$ cat src/rtl/multicycle_ctrl_pkg.sv
// rv_ctrl_pkg: shared types and encodings for the multi-cycle RISC-V sequencer.
//   state_e     - FSM states
//   OP_* / F3_* - opcode and funct3 fields of the supported instructions
//   ALU_*, IMM_*, TC_* - ALUctrl, Immsrc and trap_cause encodings
//   ctl_t       - Moore control bundle, decoded per state by state_ctl()
package rv_ctrl_pkg;

    typedef enum logic [2:0] {
        FETCH,
        DECODE,
        EXECUTE,
        WRITEBACK,
        BRANCH,
        TRAP
    } state_e;

    localparam logic [6:0] OP_IMM    = 7'b0010011;
    localparam logic [6:0] OP_BRANCH = 7'b1100011;

    localparam logic [2:0] F3_ADDI = 3'b000;
    localparam logic [2:0] F3_BEQ  = 3'b000;
    localparam logic [2:0] F3_BNE  = 3'b001;

    localparam logic [2:0] ALU_ADD = 3'b000;
    localparam logic [2:0] ALU_SUB = 3'b001;

    localparam logic [1:0] IMM_I = 2'b00;
    localparam logic [1:0] IMM_B = 2'b01;

    localparam logic [1:0] TC_NONE    = 2'b00;
    localparam logic [1:0] TC_ILLEGAL = 2'b01;
    localparam logic [1:0] TC_TIMEOUT = 2'b10;

    // Controls that depend on state alone; PCsrc and IRWrite also look at
    // inputs and are built in the top.
    typedef struct packed {
        logic       imem_req;
        logic       reg_write;
        logic       pc_write;
        logic [2:0] alu_ctrl;
        logic       alu_src;
        logic [1:0] imm_src;
        logic       retire;
        logic       trap;
    } ctl_t;

    function automatic ctl_t state_ctl(input state_e s);
        ctl_t c;
        c = '0;
        case (s)
            FETCH: c.imem_req = 1'b1;
            EXECUTE: begin
                c.alu_ctrl = ALU_ADD;
                c.alu_src  = 1'b1;
                c.imm_src  = IMM_I;
            end
            WRITEBACK: begin
                c.alu_ctrl  = ALU_ADD;
                c.alu_src   = 1'b1;
                c.imm_src   = IMM_I;
                c.reg_write = 1'b1;
                c.pc_write  = 1'b1;
                c.retire    = 1'b1;
            end
            BRANCH: begin
                c.alu_ctrl = ALU_SUB;
                c.alu_src  = 1'b0;
                c.imm_src  = IMM_B;
                c.pc_write = 1'b1;
                c.retire   = 1'b1;
            end
            TRAP:    c.trap = 1'b1;
            default: c = '0;
        endcase
        return c;
    endfunction

endpackage

$ cat src/rtl/multicycle_ctrl_if.sv
// multicycle_ctrl_if: instruction-memory handshake, instruction/flag inputs
// and datapath controls of the multi-cycle sequencer.
//   master - the sequencer (drives imem_req and all datapath controls)
//   slave  - memory/datapath side (drives instr, EQ, imem_valid)
interface multicycle_ctrl_if #(
    parameter int INSTR_LEN = 32
);
    logic [INSTR_LEN-1:0] instr;
    logic                 EQ;
    logic                 imem_valid;
    logic                 imem_req;
    logic                 IRWrite;
    logic                 PCWrite;
    logic                 RegWrite;
    logic [2:0]           ALUctrl;
    logic                 ALUsrc;
    logic [1:0]           Immsrc;
    logic                 PCsrc;
    logic                 retire;
    logic                 trap;
    logic [1:0]           trap_cause;

    modport master (
        input  instr, EQ, imem_valid,
        output imem_req, IRWrite, PCWrite, RegWrite, ALUctrl, ALUsrc,
               Immsrc, PCsrc, retire, trap, trap_cause
    );

    modport slave (
        output instr, EQ, imem_valid,
        input  imem_req, IRWrite, PCWrite, RegWrite, ALUctrl, ALUsrc,
               Immsrc, PCsrc, retire, trap, trap_cause
    );
endinterface

$ cat src/rtl/multicycle_ctrl_fetch_timer.sv
// fetch_timer: saturating count of consecutive FETCH cycles without a memory
// response.
//   clk, rst  - clock, synchronous active-high reset
//   clr_i     - hold the count at zero
//   en_i      - count this cycle (in FETCH, no imem_valid)
//   expired_o - this counted cycle reaches FETCH_TIMEOUT (never when 0)
module fetch_timer
    import rv_ctrl_pkg::*;
#(
    parameter int FETCH_TIMEOUT = 15,
    parameter int TMO_W         = 4
) (
    input  logic clk,
    input  logic rst,
    input  logic clr_i,
    input  logic en_i,
    output logic expired_o
);
    // cnt_q holds the misses already seen, so the current miss is the
    // (cnt_q+1)-th; it expires when that equals FETCH_TIMEOUT.
    localparam logic [TMO_W-1:0] LIMIT =
        (FETCH_TIMEOUT == 0) ? '0 : TMO_W'(FETCH_TIMEOUT - 1);
    localparam bit ENABLED = (FETCH_TIMEOUT != 0);

    logic [TMO_W-1:0] cnt_q, cnt_d;

    always_comb begin
        cnt_d = cnt_q;
        if (clr_i)
            cnt_d = '0;
        else if (en_i && (cnt_q != '1))
            cnt_d = cnt_q + 1'b1;
    end

    always_ff @(posedge clk) begin
        if (rst) cnt_q <= '0;
        else     cnt_q <= cnt_d;
    end

    assign expired_o = ENABLED && en_i && (cnt_q >= LIMIT);
endmodule

$ cat src/rtl/multicycle_ctrl.sv
// multicycle_ctrl: multi-cycle sequencer for addi/beq/bne.
//   clk, rst - clock, synchronous active-high reset (forces all outputs 0)
//   bus      - multicycle_ctrl_if.master: imem req/valid handshake, instr,
//              EQ, and datapath controls, retire, trap, trap_cause
// FETCH -> DECODE -> EXECUTE -> WRITEBACK (addi) or DECODE -> BRANCH;
// illegal opcodes and fetch timeouts park in TRAP until reset.
module multicycle_ctrl
    import rv_ctrl_pkg::*;
#(
    parameter int INSTR_LEN     = 32,
    parameter int FETCH_TIMEOUT = 15,
    parameter int TMO_W         = 4
) (
    input  logic             clk,
    input  logic             rst,
    multicycle_ctrl_if.master bus
);
    // Decode reads opcode and funct3 directly, so the word must cover them.
    if (INSTR_LEN < 15) begin : g_len_chk
        $error("multicycle_ctrl: INSTR_LEN too small for funct3 field");
    end

    state_e     state_q;
    ctl_t       ctl_q;
    logic [1:0] cause_q;
    logic       tmr_expired;

    logic [6:0] opcode;
    logic [2:0] funct3;
    assign opcode = bus.instr[6:0];
    assign funct3 = bus.instr[14:12];

    // Held at zero outside FETCH, so every entry to FETCH starts fresh.
    fetch_timer #(
        .FETCH_TIMEOUT (FETCH_TIMEOUT),
        .TMO_W         (TMO_W)
    ) u_fetch_timer (
        .clk       (clk),
        .rst       (rst),
        .clr_i     (state_q != FETCH),
        .en_i      ((state_q == FETCH) && !bus.imem_valid),
        .expired_o (tmr_expired)
    );

    // ctl_q is loaded with the decode of the state being entered, so it is
    // always the Moore decode of state_q, one register stage earlier.
    always_ff @(posedge clk) begin
        if (rst) begin
            state_q <= FETCH;
            ctl_q   <= state_ctl(FETCH);
            cause_q <= TC_NONE;
        end else begin
            unique case (state_q)
                FETCH: begin
                    if (bus.imem_valid) begin
                        state_q <= DECODE;
                        ctl_q   <= state_ctl(DECODE);
                    end else if (tmr_expired) begin
                        state_q <= TRAP;
                        ctl_q   <= state_ctl(TRAP);
                        cause_q <= TC_TIMEOUT;
                    end
                end
                DECODE: begin
                    if (opcode == OP_IMM && funct3 == F3_ADDI) begin
                        state_q <= EXECUTE;
                        ctl_q   <= state_ctl(EXECUTE);
                    end else if (opcode == OP_BRANCH &&
                                 (funct3 == F3_BEQ || funct3 == F3_BNE)) begin
                        state_q <= BRANCH;
                        ctl_q   <= state_ctl(BRANCH);
                    end else begin
                        state_q <= TRAP;
                        ctl_q   <= state_ctl(TRAP);
                        cause_q <= TC_ILLEGAL;
                    end
                end
                EXECUTE: begin
                    state_q <= WRITEBACK;
                    ctl_q   <= state_ctl(WRITEBACK);
                end
                WRITEBACK, BRANCH: begin
                    state_q <= FETCH;
                    ctl_q   <= state_ctl(FETCH);
                end
                TRAP: ;
                default: begin
                    state_q <= FETCH;
                    ctl_q   <= state_ctl(FETCH);
                end
            endcase
        end
    end

    logic on;
    assign on = !rst;

    assign bus.imem_req   = on && ctl_q.imem_req;
    assign bus.RegWrite   = on && ctl_q.reg_write;
    assign bus.PCWrite    = on && ctl_q.pc_write;
    assign bus.ALUctrl    = on ? ctl_q.alu_ctrl : 3'b000;
    assign bus.ALUsrc     = on && ctl_q.alu_src;
    assign bus.Immsrc     = on ? ctl_q.imm_src : 2'b00;
    assign bus.retire     = on && ctl_q.retire;
    assign bus.trap       = on && ctl_q.trap;
    assign bus.trap_cause = on ? cause_q : TC_NONE;

    assign bus.IRWrite = on && (state_q == FETCH) && bus.imem_valid;
    // bne takes the branch on inequality, beq on equality.
    assign bus.PCsrc   = on && (state_q == BRANCH) &&
                         ((funct3 == F3_BNE) ? !bus.EQ : bus.EQ);
endmodule

$ cat src/flat_wrapper.sv
// flat-port wrapper written by rule: the top's interface ports become plain ports
module multicycle_ctrl_flat import rv_ctrl_pkg::*;
#(
    parameter int INSTR_LEN     = 32,
    parameter int FETCH_TIMEOUT = 15,
    parameter int TMO_W         = 4
)
  (clk, rst, bus_instr, bus_EQ, bus_imem_valid, bus_imem_req, bus_IRWrite, bus_PCWrite, bus_RegWrite, bus_ALUctrl, bus_ALUsrc, bus_Immsrc, bus_PCsrc, bus_retire, bus_trap, bus_trap_cause);
  multicycle_ctrl_if #(.INSTR_LEN(INSTR_LEN)) bus_i ();
  input  logic clk;
  input  logic rst;
  input wire logic [$bits(bus_i.instr)-1:0] bus_instr;
  input wire logic [$bits(bus_i.EQ)-1:0] bus_EQ;
  input wire logic [$bits(bus_i.imem_valid)-1:0] bus_imem_valid;
  output wire logic [$bits(bus_i.imem_req)-1:0] bus_imem_req;
  output wire logic [$bits(bus_i.IRWrite)-1:0] bus_IRWrite;
  output wire logic [$bits(bus_i.PCWrite)-1:0] bus_PCWrite;
  output wire logic [$bits(bus_i.RegWrite)-1:0] bus_RegWrite;
  output wire logic [$bits(bus_i.ALUctrl)-1:0] bus_ALUctrl;
  output wire logic [$bits(bus_i.ALUsrc)-1:0] bus_ALUsrc;
  output wire logic [$bits(bus_i.Immsrc)-1:0] bus_Immsrc;
  output wire logic [$bits(bus_i.PCsrc)-1:0] bus_PCsrc;
  output wire logic [$bits(bus_i.retire)-1:0] bus_retire;
  output wire logic [$bits(bus_i.trap)-1:0] bus_trap;
  output wire logic [$bits(bus_i.trap_cause)-1:0] bus_trap_cause;
  assign bus_i.instr = bus_instr;
  assign bus_i.EQ = bus_EQ;
  assign bus_i.imem_valid = bus_imem_valid;
  assign bus_imem_req = bus_i.imem_req;
  assign bus_IRWrite = bus_i.IRWrite;
  assign bus_PCWrite = bus_i.PCWrite;
  assign bus_RegWrite = bus_i.RegWrite;
  assign bus_ALUctrl = bus_i.ALUctrl;
  assign bus_ALUsrc = bus_i.ALUsrc;
  assign bus_Immsrc = bus_i.Immsrc;
  assign bus_PCsrc = bus_i.PCsrc;
  assign bus_retire = bus_i.retire;
  assign bus_trap = bus_i.trap;
  assign bus_trap_cause = bus_i.trap_cause;
  multicycle_ctrl #(.INSTR_LEN(INSTR_LEN), .FETCH_TIMEOUT(FETCH_TIMEOUT), .TMO_W(TMO_W)) u_core (.clk(clk), .rst(rst), .bus(bus_i));
endmodule
$ cat config.mk
export PLATFORM = sky130hd
export DESIGN_NAME = multicycle_ctrl_flat
export DESIGN_NICKNAME = d
export VERILOG_FILES = /design/src/rtl/multicycle_ctrl_pkg.sv /design/src/rtl/multicycle_ctrl_if.sv /design/src/rtl/multicycle_ctrl_fetch_timer.sv /design/src/rtl/multicycle_ctrl.sv /design/src/flat_wrapper.sv
export SDC_FILE = /design/constraint.sdc
export NUM_CORES = 1
export LEC_CHECK = 0
export BUFFER_PORTS_ARGS = -buffer_cell sky130_fd_sc_hd__buf_4
export CAP_MARGIN = 20
export CELL_PAD_IN_SITES_DETAIL_PLACEMENT = 1
export CELL_PAD_IN_SITES_GLOBAL_PLACEMENT = 1
export CORE_MARGIN = 2
export CORE_UTILIZATION = 29
export DETAILED_ROUTE_END_ITERATION = 16
export PLACE_DENSITY_LB_ADDON = 0.1
export SYNTH_ARGS = -nofsm -noshare
export SYNTH_HDL_FRONTEND = slang
export SYNTH_HIERARCHICAL = 1
export SYNTH_SLANG_ARGS = --single-unit
$ cat constraint.sdc
create_clock -name clk -period 2.64 [get_ports clk]
set_input_delay 0.528 -clock clk [delete_from_list [all_inputs] [get_ports clk]]
set_output_delay 0.528 -clock clk [all_outputs]
set_load 0.02 [all_outputs]
==> out/qor.txt <==
row cnt: 19
Port Buf Inserts: 25
Worst-path clk slew: 0.10 ns
Gate Count Post-Synth: 104
EDFF count, synth: 0
internal reg-to-reg setup slack: 0.67 ns
fraction of registers with async set/reset: 0
initial antenna violation count: 0
R2R depth: 6
clk root buf: clkbuf_4
Worst-Margin Slew: 0.609 ns
max frequency: 508 MHz
flops & latches, synth: 14
DRC marker count from the first detailed-route iteration: 9
number of cells after detailed placement: 154
Hold Slack: 0.508 ns
Reg power frac: 0.462
TritonCTS Sinks: 14
CTS H-tree depth: 1
DPL Wire Length: 1760 um
wire length per cell: 14.9 um
initial core utilization: 0.310
r2r endpoint: u_core/ctl_q[8]
Vias/cell: 5.41
worst hold stages: 2
Yosys top cell area share: 0.322
sw frac: 0.313
cell taking the most area after synthesis: dfxtp_1
final antenna diode count: 0
Core Box Area: 2810 um2
Yosys cell types: 44
via count: 854
Tot Pwr: 0.542 mW
Final Setup Violations: 0
I/O pin cnt: 51
CP required: 2.84 ns
Post-CTS Resized: 0
post-route cell area: 1100 um2
Synth Warn #: 6
RSZ-0062 raised after global routing: false
peak fanout along the critical path: 6
internal power: 0.372 mW
relative slew slack: 0.590
max-cap check violation count: 0
peak supply drop: 0.188 mV
clk buf depth: 2
worst setup path class: flop to flop
Die W: 58.8 um
largest net degree at the start of global routing: 22
filler instances: 348
post-route minimum period: 1.97 ns
Setup Skew: 0.00450 ns
Cell Count, Final, Fillers Out: 158
clock share of power: 0.298
drc violations: 2
Clk Latency, worst-skew pair: 0.28 ns
DRT antenna net count: 0
Slew Viols, Final: 0
Total GRT Usage: 0.149
syn_area_per_cell: 8.37 um2
startpoint types: flop
Worst R2R Start: u_core/u_fetch_timer/cnt_q[0]
endpoints failing hold: 0
top_reg_cell synth: dfxtp_1
post-CTS setup buffers: 0
Hold Buf Count CTS: 0
Hold WC Path Type: flop to flop
hold endpoint: u_core/ctl_q[9]
layout cells sized above 1: 0.283
Worst EP arrival: 2.17 ns
P_leak: 0.459 nW
P_sw: 0.169 mW
die height: 58.8 um
Cell Area, Placed: 1060 um2
Net count, final: 166
failing checks: design-rule violations
Critical Path End Type: flop
status: finished, violations left
PwrDens: 494 nW/um2
gpl congestion: 0.702
sequential share of the synthesized area: 0.322
Gate power share: 0.239
final period utilization: 0.746
Layout Area Growth over Synthesis: 25.9%
first-pass GRT wire length: 3920 um
Post-Synthesis Cell Area: 871 um2
first drt pass iteration count: 10
vias in the first global route: 876
Hold Path Origin: u_core/ctl_q[9]
CTS tree: yes
grt ovf: 0
top post-synthesis cells by area: dfxtp_1 (32%), buf_4 (4.3%), nor2b_1 (3.6%)
die footprint: 3460 um2
WL final: 2350 um
TritonCTS buffer count: 3
Setup TNS Final: 0 ns
==> layout by cell type (no fill, tap or decap), types with 2 or more instances in the layout <==
master    count
buf_4        26
nand2b_1      3
nor3_1        3
o21ai_0       5
nor2b_1       5
a21oi_1       5
o2111a_1      2
dfxtp_1      14
inv_1         7
nand3_1       4
nor2_1        8
nor4_1        4
ha_1          2
clkbuf_4      3
nand2_1       3
conb_1        3
nand4_1       2
==> worst max-delay path: stages (launching register included) <==
cell	delay [ns]
dfxtp_1	0.40
inv_1	0.08
ha_1	0.21
o2111a_1	0.32
or4_1	0.42
a21o_1	0.23
o311ai_2	0.23
==> Yosys cell counts (2+ instances only) <==
| cell | number |
|---|---|
| nand2_1 | 3 |
| inv_1 | 7 |
| nand3_1 | 4 |
| clkbuf_1 | 4 |
| nor2b_1 | 5 |
| nand2b_1 | 3 |
| o2111a_1 | 2 |
| nor4_1 | 4 |
| buf_4 | 5 |
| nor2_1 | 8 |
| a21oi_1 | 5 |
| nor3_1 | 3 |
| o21ai_0 | 5 |
| nand4_1 | 2 |
| ha_1 | 2 |
| dfxtp_1 | 14 |
==> how the worst max path moves through the flow <==
stage / slack [ns] / start / endpoint / cells after the start
after floorplan: 0.45 / bus_imem_valid / u_core/ctl_q[0] / 5
after global placement: 0.63 / bus_imem_valid / u_core/ctl_q[0] / 6
after detailed placement: 0.61 / bus_imem_valid / u_core/ctl_q[0] / 6
after CTS: 0.66 / u_core/state_q[0] / u_core/ctl_q[8] / 5
after global routing: 0.53 / u_core/state_q[1] / u_core/ctl_q[0] / 5
final: 0.67 / u_core/u_fetch_timer/cnt_q[0] / u_core/ctl_q[8] / 6
==> metal layers <==
metal  global-route usage  vias to the layer above  routed length [um]
li1                     -                      428                   -
met1                0.204                      400                1180
met2                0.229                       24                1040
met3               0.0374                        2                 117
met4               0.0519                        0                  16
met5                    0                        -                   0
==> registers in the layout, summed over array words and instances, names as in the netlist <==
register,flops
u_core/u_fetch_timer/cnt_q,4
u_core/cause_q,2
u_core/state_q,3
u_core/ctl_q,5
==> kinds of logic after synthesis <==
kind of cell	synth area share
simple gates	0.318
flops	0.322
buf+inv	0.0905
xor+xnor	0.0101
fa+ha+maj	0.0287
other cells	0.00431
compound gates	0.227
==> layout make-up <==
| class | count | area [um2] | share of cell area |
|---|---|---|---|
| tap | 31 | 38.8 | 0.0354 |
| clock buffer | 4 | 36.3 | 0.0331 |
| timing repair buffer | 26 | 195 | 0.178 |
| inverter | 7 | 26.3 | 0.0240 |
| sequential | 14 | 280 | 0.256 |
| multi-input combinational | 76 | 519 | 0.474 |
==> stage by stage <==
stage               worst slack (ns)   util
finish                         0.670  0.391
global route                   0.527  0.391
CTS                            0.664  0.391
detailed placement             0.614  0.378
global placement               0.631  0.378
floorplan                      0.450      -
==> power groups by stage <==
stage                     combinational, mW  sequential [mW]  clock (mW)
after floorplan                      0.0939            0.241           0
after global placement                0.126            0.254           0
after detailed placement              0.131            0.255           0
after CTS                             0.131            0.250       0.167
after global routing                  0.144            0.254       0.177
final                                 0.130            0.250       0.162
Note: power is estimated with default switching activity, not from simulation.
